<file path="config.mk">
export PLATFORM = sky130hd
export DESIGN_NAME = decoder_scan_ctrl_flat
export DESIGN_NICKNAME = d
export VERILOG_FILES = /design/src/rtl/decoder_scan_if.sv /design/src/rtl/decoder_scan_ctrl.sv /design/src/flat_wrapper.sv
export SDC_FILE = /design/constraint.sdc
export NUM_CORES = 1
export LEC_CHECK = 0
export ABC_AREA = 1
export BUFFER_PORTS_ARGS = -buffer_cell sky130_fd_sc_hd__buf_2
export CELL_PAD_IN_SITES_DETAIL_PLACEMENT = 1
export CELL_PAD_IN_SITES_GLOBAL_PLACEMENT = 2
export CORE_MARGIN = 2
export CORE_UTILIZATION = 30
export DETAILED_ROUTE_END_ITERATION = 16
export GPL_TIMING_DRIVEN = 0
export PLACE_DENSITY_LB_ADDON = 0.1
export SLEW_MARGIN = 25
export SYNTH_ARGS = -nofsm -noshare
export SYNTH_HDL_FRONTEND = slang
export SYNTH_SLANG_ARGS = --single-unit
</file>
<file path="constraint.sdc">
create_clock -name clk -period 4.26 [get_ports clk]
set_input_delay 0.213 -clock clk [delete_from_list [all_inputs] [get_ports clk]]
set_output_delay 0.213 -clock clk [all_outputs]
set_load 0.005 [all_outputs]
</file>
<file path="src/rtl/decoder_scan_if.sv">
// Bus between a scan controller and the agent that commands it.
// Commands are level-sensitive, so there is no valid/ready pairing. start is sampled only in IDLE,
// stop overrides start, and dir/mask are sampled at scan start and at each advance.
interface decoder_scan_if;
  logic       start;
  logic       stop;
  logic       dir;
  logic [7:0] mask;
  logic [2:0] sel;
  logic       en;
  logic       busy;
  logic       wrap;
  logic [1:0] state_dbg;

  modport master (output start, stop, dir, mask,
                  input  sel, en, busy, wrap, state_dbg);
  modport slave  (input  start, stop, dir, mask,
                  output sel, en, busy, wrap, state_dbg);
endinterface

</file>
<file path="src/rtl/decoder_scan_ctrl.sv">
// Scan sequencer for a 3-to-8 enabled decoder: walks the enabled positions of a mask
// with a PRESCALE-cycle dwell (en high) and a BLANK-cycle gap (en low) between positions.
module decoder_scan_ctrl #(
  parameter int PRESCALE = 4,
  parameter int BLANK    = 1
) (
  input  logic           clk,
  input  logic           rst,
  decoder_scan_if.slave  bus
);

  typedef enum logic [1:0] {S_IDLE = 2'd0, S_DWELL = 2'd1, S_BLANK = 2'd2} state_t;

  localparam int CMAX       = (PRESCALE > BLANK) ? PRESCALE : BLANK;
  localparam int CW         = (CMAX > 1) ? $clog2(CMAX) : 1;
  localparam int BLANK_LAST = (BLANK > 0) ? BLANK - 1 : 0;
  localparam logic [CW-1:0] DWELL_END = CW'(PRESCALE - 1);
  localparam logic [CW-1:0] BLANK_END = CW'(BLANK_LAST);

  state_t        state;
  logic [CW-1:0] cnt;
  logic [2:0]    sel_q;
  logic          en_q, busy_q, wrap_q;

  logic [2:0]    first_sel, next_sel;
  logic          next_wrap, do_adv;

  // Next set bit strictly after cur in direction d, modulo 8 (returns cur if it is the only one).
  function automatic logic [2:0] next_pos(input logic [7:0] m, input logic [2:0] cur,
                                          input logic d);
    logic [2:0] res;
    logic [2:0] cand;
    logic       found;
    res   = cur;
    found = 1'b0;
    for (int i = 1; i <= 8; i++) begin
      cand = d ? (cur - 3'(i)) : (cur + 3'(i));
      if (!found && m[cand]) begin
        res   = cand;
        found = 1'b1;
      end
    end
    return res;
  endfunction

  always_comb begin
    first_sel = next_pos(bus.mask, bus.dir ? 3'd0 : 3'd7, bus.dir);
    next_sel  = next_pos(bus.mask, sel_q, bus.dir);
    // Landing at or behind the current index means the search crossed the end.
    next_wrap = bus.dir ? (next_sel >= sel_q) : (next_sel <= sel_q);
    do_adv    = ((state == S_DWELL) && (cnt == DWELL_END) && (BLANK == 0)) ||
                ((state == S_BLANK) && (cnt == BLANK_END));
  end

  always_ff @(posedge clk) begin
    if (rst) begin
      state  <= S_IDLE;
      cnt    <= '0;
      sel_q  <= 3'd0;
      en_q   <= 1'b0;
      busy_q <= 1'b0;
      wrap_q <= 1'b0;
    end else begin
      wrap_q <= 1'b0;
      if (state != S_IDLE && bus.stop) begin
        state  <= S_IDLE;
        cnt    <= '0;
        en_q   <= 1'b0;
        busy_q <= 1'b0;
      end else if (do_adv) begin
        cnt <= '0;
        if (bus.mask == 8'd0) begin
          state  <= S_IDLE;
          en_q   <= 1'b0;
          busy_q <= 1'b0;
        end else begin
          state  <= S_DWELL;
          sel_q  <= next_sel;
          en_q   <= 1'b1;
          wrap_q <= next_wrap;
        end
      end else begin
        case (state)
          S_IDLE: begin
            if (!bus.stop && bus.start && (bus.mask != 8'd0)) begin
              state  <= S_DWELL;
              cnt    <= '0;
              sel_q  <= first_sel;
              en_q   <= 1'b1;
              busy_q <= 1'b1;
            end
          end
          S_DWELL: begin
            if (cnt == DWELL_END) begin
              state <= S_BLANK;
              cnt   <= '0;
              en_q  <= 1'b0;
            end else begin
              cnt <= cnt + 1'b1;
            end
          end
          S_BLANK: cnt <= cnt + 1'b1;
          default: begin
            state  <= S_IDLE;
            cnt    <= '0;
            en_q   <= 1'b0;
            busy_q <= 1'b0;
          end
        endcase
      end
    end
  end

  assign bus.sel       = sel_q;
  assign bus.en        = en_q;
  assign bus.busy      = busy_q;
  assign bus.wrap      = wrap_q;
  assign bus.state_dbg = state;

endmodule

</file>
<file path="src/flat_wrapper.sv">
// flat-port wrapper written by rule: the top's interface ports become plain ports
module decoder_scan_ctrl_flat 
#(
  parameter int PRESCALE = 4,
  parameter int BLANK    = 1
)
  (clk, rst, bus_start, bus_stop, bus_dir, bus_mask, bus_sel, bus_en, bus_busy, bus_wrap, bus_state_dbg);
  decoder_scan_if bus_i ();
  input  logic clk;
  input  logic rst;
  input wire logic [$bits(bus_i.start)-1:0] bus_start;
  input wire logic [$bits(bus_i.stop)-1:0] bus_stop;
  input wire logic [$bits(bus_i.dir)-1:0] bus_dir;
  input wire logic [$bits(bus_i.mask)-1:0] bus_mask;
  output wire logic [$bits(bus_i.sel)-1:0] bus_sel;
  output wire logic [$bits(bus_i.en)-1:0] bus_en;
  output wire logic [$bits(bus_i.busy)-1:0] bus_busy;
  output wire logic [$bits(bus_i.wrap)-1:0] bus_wrap;
  output wire logic [$bits(bus_i.state_dbg)-1:0] bus_state_dbg;
  assign bus_i.start = bus_start;
  assign bus_i.stop = bus_stop;
  assign bus_i.dir = bus_dir;
  assign bus_i.mask = bus_mask;
  assign bus_sel = bus_i.sel;
  assign bus_en = bus_i.en;
  assign bus_busy = bus_i.busy;
  assign bus_wrap = bus_i.wrap;
  assign bus_state_dbg = bus_i.state_dbg;
  decoder_scan_ctrl #(.PRESCALE(PRESCALE), .BLANK(BLANK)) u_core (.clk(clk), .rst(rst), .bus(bus_i));
endmodule
</file>
==> impl_metrics.toml <==
[clocking]
cts_post_setup_buffers_inserted = 0
clkSinkCount = 9
cts-hold-fix-buffers = 0
post_cts_repair_resize_count = 0
clk-insertion-delay-late_ns = 0.23
numCtsBuffers = 3
htree_levels = 1
ctsRootBufferMaster = "clkbuf_8"
cts.reportedPaths.clkPinSlew_ns = 0.05
tritoncts_clock_tree = "yes"
ctsLongestPathBuffers = 2

[critical_path]
worst_ep_required_time_ns = 4.39
crit_path_start_kind = "flop"
setup.worst_path.start = "u_core.bus.sel[1]"
rrSetupSlack_ns = 0.54
critical_path_arrival_ns = 3.85
rr_startpoint = "u_core.bus.sel[1]"
crit_type = "flop to flop"
critPathMaxFanout = 12
number_of_cells_on_the_worst_reg_to_reg_path = 26
r2r_end = "u_core.bus.wrap"
critical_path.endpoint_type = "flop"

[synth]
synth.yosys.seq_area_share_pct = 10.32
synth-async-reset-ratio_pct = 0
syn_avg_cell_area_um2 = 5.685
synth_nets = 330
postSynthCellCount = 307
post_synth_main_area_contributors = "nand2_1, dfxtp_1, nand2_2, nand3_1, inv_1"
ys.warnings.count = 0
library_cell_with_the_largest_summed_area_after_synthesis = "nand2_1"
synth.lib_cells_used.distinct = 34
post_synth_instance_area_um2 = 1745
synth-edff-count = 0
synth.ff_latch_count = 9
postSynth.topFlopCell = "dfxtp_1"
synthDominantCellAreaShare_pct = 20.00

[min_path]
hold_sp = "rst"
worstHoldPathType = "input port to flop"
whs_endpoint = "u_core.bus.sel[0]"
whs_path_depth = 2

[timing]
rsz_0062_raised_after_global_routing = "false"
worst_slew_pin_slew_ns = 0.4236
setup_viol = 0
worst_slew_margin_relative_to_its_limit_pct = 71.76
timing.final.crit_share_pct = 87.35
setup_tns_ns = 0
worst_clock_skew_ns = 0.001373
fmax_ghz = 0.2687
period_needed_ns = 3.721
timing.final.max_slew_violations = 0
finalHoldViolCount = 0
finalWorstSetupSlack_ns = 0.5389
hold_ws_ns = 0.2001

[pwr]
power_density_nw_per_um2 = 607.6
p_seq_share_pct = 11.4
power_leakage_nw = 0.9976
clock_power_share_pct = 8.4
switching_power_summed_over_all_nets_uw = 690.3
peak_vdd_ir_v = 0.0002490
comb_power_share_pct = 80.2
internal_power_uw = 513.1
switching_share_pct = 57.36

[detailed_routing]
via_per_inst = 4.893
wl_final_um = 5402
detail_route.drc_violations = 0
detailed_router_s_first_iteration_violation_count = 40
wl_per_cell_um = 13.40
dr_total_vias = 1972
antenna_left = 0
first_pass_iters = 4

[global_route]
gr-usage-all-layers_pct = 18.04
grt_pass1_vias = 1907
grt_first_pass_wirelength_um = 9190
grt_antenna_before_repair = 0
grt.overflow.total = 0
maximum_number_of_pins_on_one_net_before_global_route_repair = 13

[layout]
most-common-layout-cells = "nand2_1, inv_1, nand3_1"
drive_above_1_share_pct = 22.66
layout.nets = 355
layout.cells.most_common = "nand2_1"
final_util_pct = 35.53
antenna_cells_inserted = 0
layout-area-overhead-vs-synth_pct = 13.48
post-route-cell-area_um2 = 1981

[floorplan]
die_area_um2 = 6444
die_w_um = 80.28
ios = 21
floorplan.initialDensity_pct = 31.31
rows = 27
core_area_um2 = 5574
die_h_um = 80.28

[status]
run_status = "completed"

[placement]
gpl.final_weighted_congestion = 0.8469
io_buffer_count = 20
postPlaceCellArea_um2 = 1936
worst_slack_after_detailed_placement_ns = 0.5047
hpwlAfterDp_um = 4534

[run]
cap_viol_max_count = 0
state kept, by name (all words and copies together) (netlist names):
| signal | cells |
|---|---|
| u_core.bus.sel | 3 |
| u_core.bus.state_dbg | 2 |
| u_core.cnt | 2 |
| u_core.bus.busy | 1 |
| u_core.bus.wrap | 1 |
per-layer routing:
metal | wire [µm] | vias to the layer above | GRT usage (%)
met5 | 0 | - | 0
met2 | 2535 | 15 | 30.42
met3 | 66 | 2 | 1.011
li1 | - | 1042 | -
met1 | 2782 | 913 | 25.56
met4 | 17 | 0 | 3.051
cell usage after synthesis (2+ instances only):
| cell | instances |
|---|---|
| nand2_1 | 93 |
| inv_1 | 35 |
| nand3_1 | 27 |
| nand2_2 | 23 |
| o21ai_0 | 23 |
| nor2_1 | 17 |
| a21oi_1 | 15 |
| dfxtp_1 | 9 |
| ha_1 | 8 |
| nand4_1 | 8 |
| inv_2 | 5 |
| nand3_2 | 5 |
| o21ai_1 | 5 |
| nand2_4 | 4 |
| buf_2 | 3 |
| buf_6 | 3 |
| a21oi_2 | 2 |
| a31oi_1 | 2 |
| buf_4 | 2 |
| fa_1 | 2 |
| nor3_1 | 2 |
| o211ai_1 | 2 |
logic make-up after synthesis:
kind of cell    count (synthesis)  synth area share, %
compound gates                 53                16.77
fa+ha+maj                      10                8.029
buf+inv                        51                13.19
flops                           9                10.32
simple gates                  184                51.68
worst max path at each step:
stage	endpoint	slack, ns	cells after the start
2_1_floorplan	u_core.bus.wrap	1.03	26
3_3_place_gp	u_core.bus.wrap	0.51	26
3_5_place_dp	u_core.bus.wrap	0.50	26
4_1_cts	u_core.bus.wrap	0.50	26
5_1_grt	u_core.bus.wrap	0.13	26
6_report	u_core.bus.wrap	0.54	26
critical path: stages (launching register included):
cell and delay [ns]:
dfxtp_1 0.30, buf_2 0.18, inv_2 0.24, fa_1 0.45, buf_2 0.20, inv_2 0.17, nand3_1 0.10, nand2_1 0.18
nand2_2 0.10, nand2_4 0.10, buf_6 0.14, nand3_1 0.08, nand2_1 0.06, nand2_1 0.04, nand2_1 0.06, nand2_1 0.05
nand2_1 0.05, nand2_1 0.04, nand2_1 0.08, nand2_1 0.06, ha_1 0.30, a21oi_1 0.12, o21ai_0 0.11, a32oi_1 0.14
o21ai_0 0.10, nand4_1 0.09, inv_1 0.04
metrics by stage:
stage | power, mW | std cells
global route | 1.372 | 403
floorplan | 0.8809 | 307
detailed placement | 1.115 | 399
CTS | 1.223 | 403
finish | 1.203 | 403
global placement | 1.106 | 399
final cells by class:
class	count	area (µm²)
Fill cell	785	3593
Inverter	42	162.7
Timing Repair Buffer	20	100.1
Sequential cell	9	180.2
Multi-Input combinational cell	247	1335
Tap cell	72	90.09
Buffer	9	67.56
Clock buffer	4	45.04
power groups by stage:
stage	combinational, mW	clock, mW	sequential (mW)
floorplan	0.745	0	0.136
global placement	0.968	0	0.139
detailed placement	0.975	0	0.140
CTS	0.980	0.105	0.138
global route	1.12	0.113	0.142
finish	0.965	0.101	0.138
Note: power is estimated with default switching activity, not from simulation.
